### src/rtl/load_store_unit.sv
// Load/store unit between a CPU request port and a word-wide DataMemory; optional misalignment trap under LSU_MISALIGN_CHK_EN.
// Latency: load WAIT_CYCLES+1, word store 2, sub-word store WAIT_CYCLES+2 (read-modify-write), trapped misalign 1.
// Backpressure: one request in flight; ReqReady only in IDLE, ReqValid ignored elsewhere.
module load_store_unit #(
    parameter int unsigned WAIT_CYCLES = 1
) (
    input  logic        CLK,
    input  logic        Reset,
    input  logic        ReqValid,
    output logic        ReqReady,
    input  logic        ReqWrite,
    input  logic [1:0]  ReqSize,
    input  logic        ReqSigned,
    input  logic [31:0] ReqAddr,
    input  logic [31:0] ReqWData,
    output logic        RespValid,
    output logic [31:0] RespData,
    output logic        RespErr,
    output logic        RW,
    output logic [31:0] DAddr,
    output logic [31:0] Datain,
    input  logic [31:0] DataOut
);

    typedef enum logic [1:0] {
        IDLE  = 2'd0,
        READ  = 2'd1,
        WRITE = 2'd2,
        RESP  = 2'd3
    } state_t;

    state_t      state_q, state_d;
    logic        live_q;
    logic        write_q, write_d;
    logic [1:0]  size_q, size_d;
    logic        signed_q, signed_d;
    logic [31:0] addr_q, addr_d;
    logic [31:0] wdata_q, wdata_d;
    logic [31:0] rdata_q, rdata_d;
    logic [3:0]  cnt_q, cnt_d;
`ifdef LSU_MISALIGN_CHK_EN
    logic        err_q, err_d;
    logic        req_misal;
`endif

    logic        accept;
    logic        req_word;
    logic [7:0]  load_byte;
    logic [15:0] load_half;
    logic [31:0] load_data;
    logic [31:0] merge_word;

    // ReqReady stays low until the first edge after reset release
    assign ReqReady = live_q && (state_q == IDLE);
    assign accept   = ReqValid && ReqReady;
    assign req_word = ReqSize[1];

`ifdef LSU_MISALIGN_CHK_EN
    assign req_misal = ((ReqSize == 2'b01) && ReqAddr[0]) ||
                       (req_word && (ReqAddr[1:0] != 2'b00));
`endif

    always_comb begin
        state_d  = state_q;
        write_d  = write_q;
        size_d   = size_q;
        signed_d = signed_q;
        addr_d   = addr_q;
        wdata_d  = wdata_q;
        rdata_d  = rdata_q;
        cnt_d    = cnt_q;
`ifdef LSU_MISALIGN_CHK_EN
        err_d    = err_q;
`endif
        case (state_q)
            IDLE: begin
                if (accept) begin
                    write_d  = ReqWrite;
                    size_d   = ReqSize;
                    signed_d = ReqSigned;
                    addr_d   = ReqAddr;
                    wdata_d  = ReqWData;
                    cnt_d    = 4'(WAIT_CYCLES - 1);
`ifdef LSU_MISALIGN_CHK_EN
                    err_d    = req_misal;
                    if (req_misal) begin
                        state_d = RESP;
                    end else
`endif
                    if (ReqWrite && req_word) begin
                        state_d = WRITE;
                    end else begin
                        state_d = READ;
                    end
                end
            end
            READ: begin
                if (cnt_q == 4'd0) begin
                    rdata_d = DataOut;
                    state_d = write_q ? WRITE : RESP;
                end else begin
                    cnt_d = cnt_q - 4'd1;
                end
            end
            WRITE:   state_d = RESP;
            RESP:    state_d = IDLE;
            default: state_d = IDLE;
        endcase
    end

    always_ff @(posedge CLK or negedge Reset) begin
        if (!Reset) begin
            state_q  <= IDLE;
            live_q   <= 1'b0;
            write_q  <= 1'b0;
            size_q   <= 2'b00;
            signed_q <= 1'b0;
            addr_q   <= 32'd0;
            wdata_q  <= 32'd0;
            rdata_q  <= 32'd0;
            cnt_q    <= 4'd0;
`ifdef LSU_MISALIGN_CHK_EN
            err_q    <= 1'b0;
`endif
        end else begin
            state_q  <= state_d;
            live_q   <= 1'b1;
            write_q  <= write_d;
            size_q   <= size_d;
            signed_q <= signed_d;
            addr_q   <= addr_d;
            wdata_q  <= wdata_d;
            rdata_q  <= rdata_d;
            cnt_q    <= cnt_d;
`ifdef LSU_MISALIGN_CHK_EN
            err_q    <= err_d;
`endif
        end
    end

    // Little-endian lane select for loads
    always_comb begin
        load_byte = rdata_q[7:0];
        case (addr_q[1:0])
            2'd0: load_byte = rdata_q[7:0];
            2'd1: load_byte = rdata_q[15:8];
            2'd2: load_byte = rdata_q[23:16];
            2'd3: load_byte = rdata_q[31:24];
            default: load_byte = rdata_q[7:0];
        endcase
        load_half = addr_q[1] ? rdata_q[31:16] : rdata_q[15:0];
        case (size_q)
            2'b00:   load_data = {{24{signed_q & load_byte[7]}}, load_byte};
            2'b01:   load_data = {{16{signed_q & load_half[15]}}, load_half};
            default: load_data = rdata_q;
        endcase
    end

    // Sub-word stores patch their lane into the word captured during READ
    always_comb begin
        merge_word = rdata_q;
        case (size_q)
            2'b00: begin
                case (addr_q[1:0])
                    2'd0: merge_word[7:0]   = wdata_q[7:0];
                    2'd1: merge_word[15:8]  = wdata_q[7:0];
                    2'd2: merge_word[23:16] = wdata_q[7:0];
                    2'd3: merge_word[31:24] = wdata_q[7:0];
                    default: merge_word[7:0] = wdata_q[7:0];
                endcase
            end
            2'b01: begin
                if (addr_q[1]) begin
                    merge_word[31:16] = wdata_q[15:0];
                end else begin
                    merge_word[15:0] = wdata_q[15:0];
                end
            end
            default: merge_word = wdata_q;
        endcase
    end

    // Memory-side outputs decode straight from state so reset drops them at once
    assign RW        = (state_q == WRITE);
    assign DAddr     = ((state_q == READ) || (state_q == WRITE)) ? {addr_q[31:2], 2'b00} : 32'd0;
    assign Datain    = (state_q == WRITE) ? merge_word : 32'd0;
    assign RespValid = (state_q == RESP);

`ifdef LSU_MISALIGN_CHK_EN
    assign RespErr  = (state_q == RESP) && err_q;
    assign RespData = ((state_q == RESP) && !write_q && !err_q) ? load_data : 32'd0;
`else
    assign RespErr  = 1'b0;
    assign RespData = ((state_q == RESP) && !write_q) ? load_data : 32'd0;
`endif

endmodule

### config.mk
export PLATFORM = sky130hd
export DESIGN_NAME = load_store_unit
export DESIGN_NICKNAME = d
export VERILOG_FILES = /design/src/rtl/load_store_unit.sv
export SDC_FILE = /design/constraint.sdc
export NUM_CORES = 1
export LEC_CHECK = 0
export ABC_CLOCK_PERIOD_IN_PS = 3960
export CORE_ASPECT_RATIO = 0.8
export CORE_UTILIZATION = 45
export CTS_CLUSTER_SIZE = 30
export DETAILED_ROUTE_END_ITERATION = 10
export PLACE_DENSITY_LB_ADDON = 0.25
export SETUP_SLACK_MARGIN = 0.02
export SLEW_MARGIN = 20
export SYNTH_ARGS = -nofsm -noshare
export SYNTH_HDL_FRONTEND = slang
export SYNTH_SLANG_ARGS = --single-unit
### constraint.sdc
create_clock -name CLK -period 3.96 [get_ports CLK]
set_clock_uncertainty 0.2 [all_clocks]
set_input_delay 0.792 -clock CLK [delete_from_list [all_inputs] [get_ports CLK]]
set_output_delay 0.792 -clock CLK [all_outputs]
set_load 0.05 [all_outputs]
==> metrics.md <==
| Metric | Value |
|---|---|
| Area growth, synth to finish | 43.78% |
| Diode count | 0 |
| Clock Latency Late Sink | 0.36 ns |
| Leakage | 3.787 nW |
| Mapped Cells | 583 |
| Post-Synthesis Cell Area | roughly 0.0061 sq mm |
| Num CTS Buffers | 9 |
| P per Cell Area | 1021 mW/mm^2 |
| Commonest non-fill, non-tap cell in the layout | clkdlybuf4s50_1 |
| Fill count | 993 |
| Layout cell share with drive strength beyond 1 | 0.2679 |
| Setup crit end | DAddr[14] |
| Core Area | 0.01310 sq mm |
| Gr usage total | 0.2788 |
| Chip height | 106.5 um |
| Crit share post-route | 0.9130 |
| Library cells used by synthesis | 45 |
| Slew at the pin closest to its max-slew limit | 0.9387 ns |
| Startpoint types | register |
| Commonest non-fill, non-tap cells in the layout | clkdlybuf4s50_1, dfrtp_1, mux2_2 |
| Crit-path max FO | 31 |
| Flops & latches, synth | 107 |
| Final nets | just under 900 |
| Initial antenna violation count | 0 |
| Post-CTS Hold Fix Bufs | 0 |
| Iter 0 DRT Violations | 350 |
| Remaining routing DRC violations | 0 |
| Seq/Total Area, Yosys | 0.4362 |
| Required time of the critical path | a little under 3 ns |
| Die X-Extent | between 100 and 150 um |
| Critical Path AT | around 2.6 ns |
| Capturing point of the worst reg2reg path | wdata_q[30] |
| Sink Count | 107 |
| Min Hold Slack | 0.2798 ns |
| Hold crit path type | in -> async |
| Die area | 0.01412 sq mm |
| First-pass GRT wire length | 29,950 um |
| Setup bufs post-CTS | 0 |
| Final wirelength | 18,970 um |
| Longest Clk Path Bufs | 2 |
| Post-CTS Resized | 0 |
| Vias in the first global route | 5,490 |
| TritonCTS clock tree | built |
| Final min period | around 3.6 ns |
| Final HPWL DP | 14,050 um |
| Drt first pass iters | 5 |
| WL per Instance | 20.10 um |
| Total I/O pin count | 203 |
| Vias per inst | 5.746 |
| Port bufs | between 150 and 200 |
| RSZ-0062 raised after global routing | no |
| Reg2Reg Depth | 6 |
| RR Startpoint | state_q[0] |
| Max Transition Viols Final | 0 |
| Largest net degree at the start of global routing | 55 |
| Vias | around 5,400 |
| Setup slack, reg-to-reg | 1.40 ns |
| Post-route ant nets | 0 |
| Status | complete, no violations |
| Synthesized area per cell | 10.53 sq um |
| Max Cap Viol | 0 |
| Worst slew margin | 0.3719 |
| H-Tree Depth | 3 |
| Main synth FF type | dfrtp_1 |
| Row cnt | 37 |
| Count of final setup violators | 0 |
| Gpl congestion | 0.8988 |
| Clk slew on worst S/H paths | 0.08 ns |
| Critical path class | reg -> out |
| Max VDD drop | 670.1 uV |
| Synth warnings | 0 |
| Starting Density | 0.4685 |
| Fin. Hold Viols | 0 |
| Total gr overflow | 0 |
| Critical Path Start | state_q[1] |
| Post-synth EDFFs | 0 |
| Fmax | roughly 0.28 GHz |
| Setup TNS | 0 ns |
| Critical Path Sink Type | output port |
| Post-synth ARST share | 1.000 |
| Clk root buf | clkbuf_16 |
==> metrics by stage <==
| stage | power [mW] | worst slack, ns | util | cell area, sq um | cells |
|---|---|---|---|---|---|
| final | 9.010 | 0.3447 | 0.6737 | 8826 | 944 |
| after floorplan | 5.988 | 0.1443 | - | 6146 | 585 |
| after detailed placement | 8.069 | 0.7126 | 0.6517 | 8538 | 928 |
| after global routing | 9.448 | 0.1262 | 0.6737 | 8826 | 944 |
| after CTS | 8.983 | 0.3199 | 0.6737 | 8826 | 944 |
| after global placement | 7.925 | 0.8497 | 0.6517 | 8538 | 928 |
==> where the power goes <==
part / leakage, nW / switching, mW / total, mW / internal (mW)
registers: 1.28 / 0.700 / 2.34 / 1.64
clock network: 0.139 / 0.436 / 0.891 / 0.455
logic: 2.37 / 3.31 / 5.78 / 2.46
==> final cells by class <==
class | instances | area, sq um | share of cell area
flip-flops and latches | 107 | 2678 | 0.3034
clock inverters | 5 | 45.04 | 0.005103
clock buffers | 11 | 242.7 | 0.02750
multi-input cells | 425 | 3228 | 0.3658
well taps | 175 | 219.0 | 0.02481
inverters | 9 | 33.78 | 0.003828
repair buffers | 212 | 2380 | 0.2696
==> critical path, cell delays in order, from the launching register on <==
cell and delay [ns]:
dfrtp_1 0.40, inv_1 0.09, ha_1 0.71, and2_1 0.24, clkdlybuf4s50_1 0.81
==> synthesized netlist by cell type, drive strengths merged, types with 7 or more instances <==
library cell | count | area (sq um)
buf | 23 | 130.1
ha | 7 | 87.58
o22ai | 14 | 87.58
and2 | 34 | 215.2
nor2b | 11 | 68.82
o21ai | 33 | 168.9
clkbuf | 21 | 78.83
o21a | 8 | 60.06
a22o | 8 | 70.07
nand2 | 62 | 232.7
a21oi | 24 | 120.1
nor2 | 31 | 116.4
mux4 | 8 | 180.2
a211oi | 7 | 52.55
inv | 9 | 33.78
mux2 | 101 | 1137
dfrtp | 107 | 2678
mux2i | 26 | 260.3
o22a | 7 | 61.31
nand3 | 9 | 45.04
o31ai | 8 | 60.06
==> worst min-delay path by stage <==
| stage | to |
|---|---|
| floorplan | addr_q[22] |
| global placement | addr_q[6] |
| detailed placement | wdata_q[18] |
| CTS | cnt_q[0] |
| global route | addr_q[6] |
| finish | rdata_q[31] |
==> metal layers <==
metal  track usage  up-vias  share of wire
li1              -     2426              -
met1        0.3903     2634           0.44
met2        0.4158      319           0.44
met3       0.06390       45          0.090
met4        0.1133        0          0.029
met5             0        -              0
==> kinds of logic after synthesis <==
logic type                 count (synthesis)  synth area share
other                                      2          0.001223
AOI/OAI and AO/OA                        122            0.1305
DFF                                      107            0.4362
muxes                                    135            0.2570
adders and majority gates                  7           0.01427
and+or+nand+nor                          157            0.1213
buffers and inverters                     53           0.03954
==> sequential cells by signal, indices dropped and copies added, names as in the netlist <==
register and count:
cnt_q 4, wdata_q 32, state_q 2, size_q 2, write_q 1, rdata_q 32, live_q 1, addr_q 32
signed_q 1
Note: power is estimated with default switching activity, not from simulation.
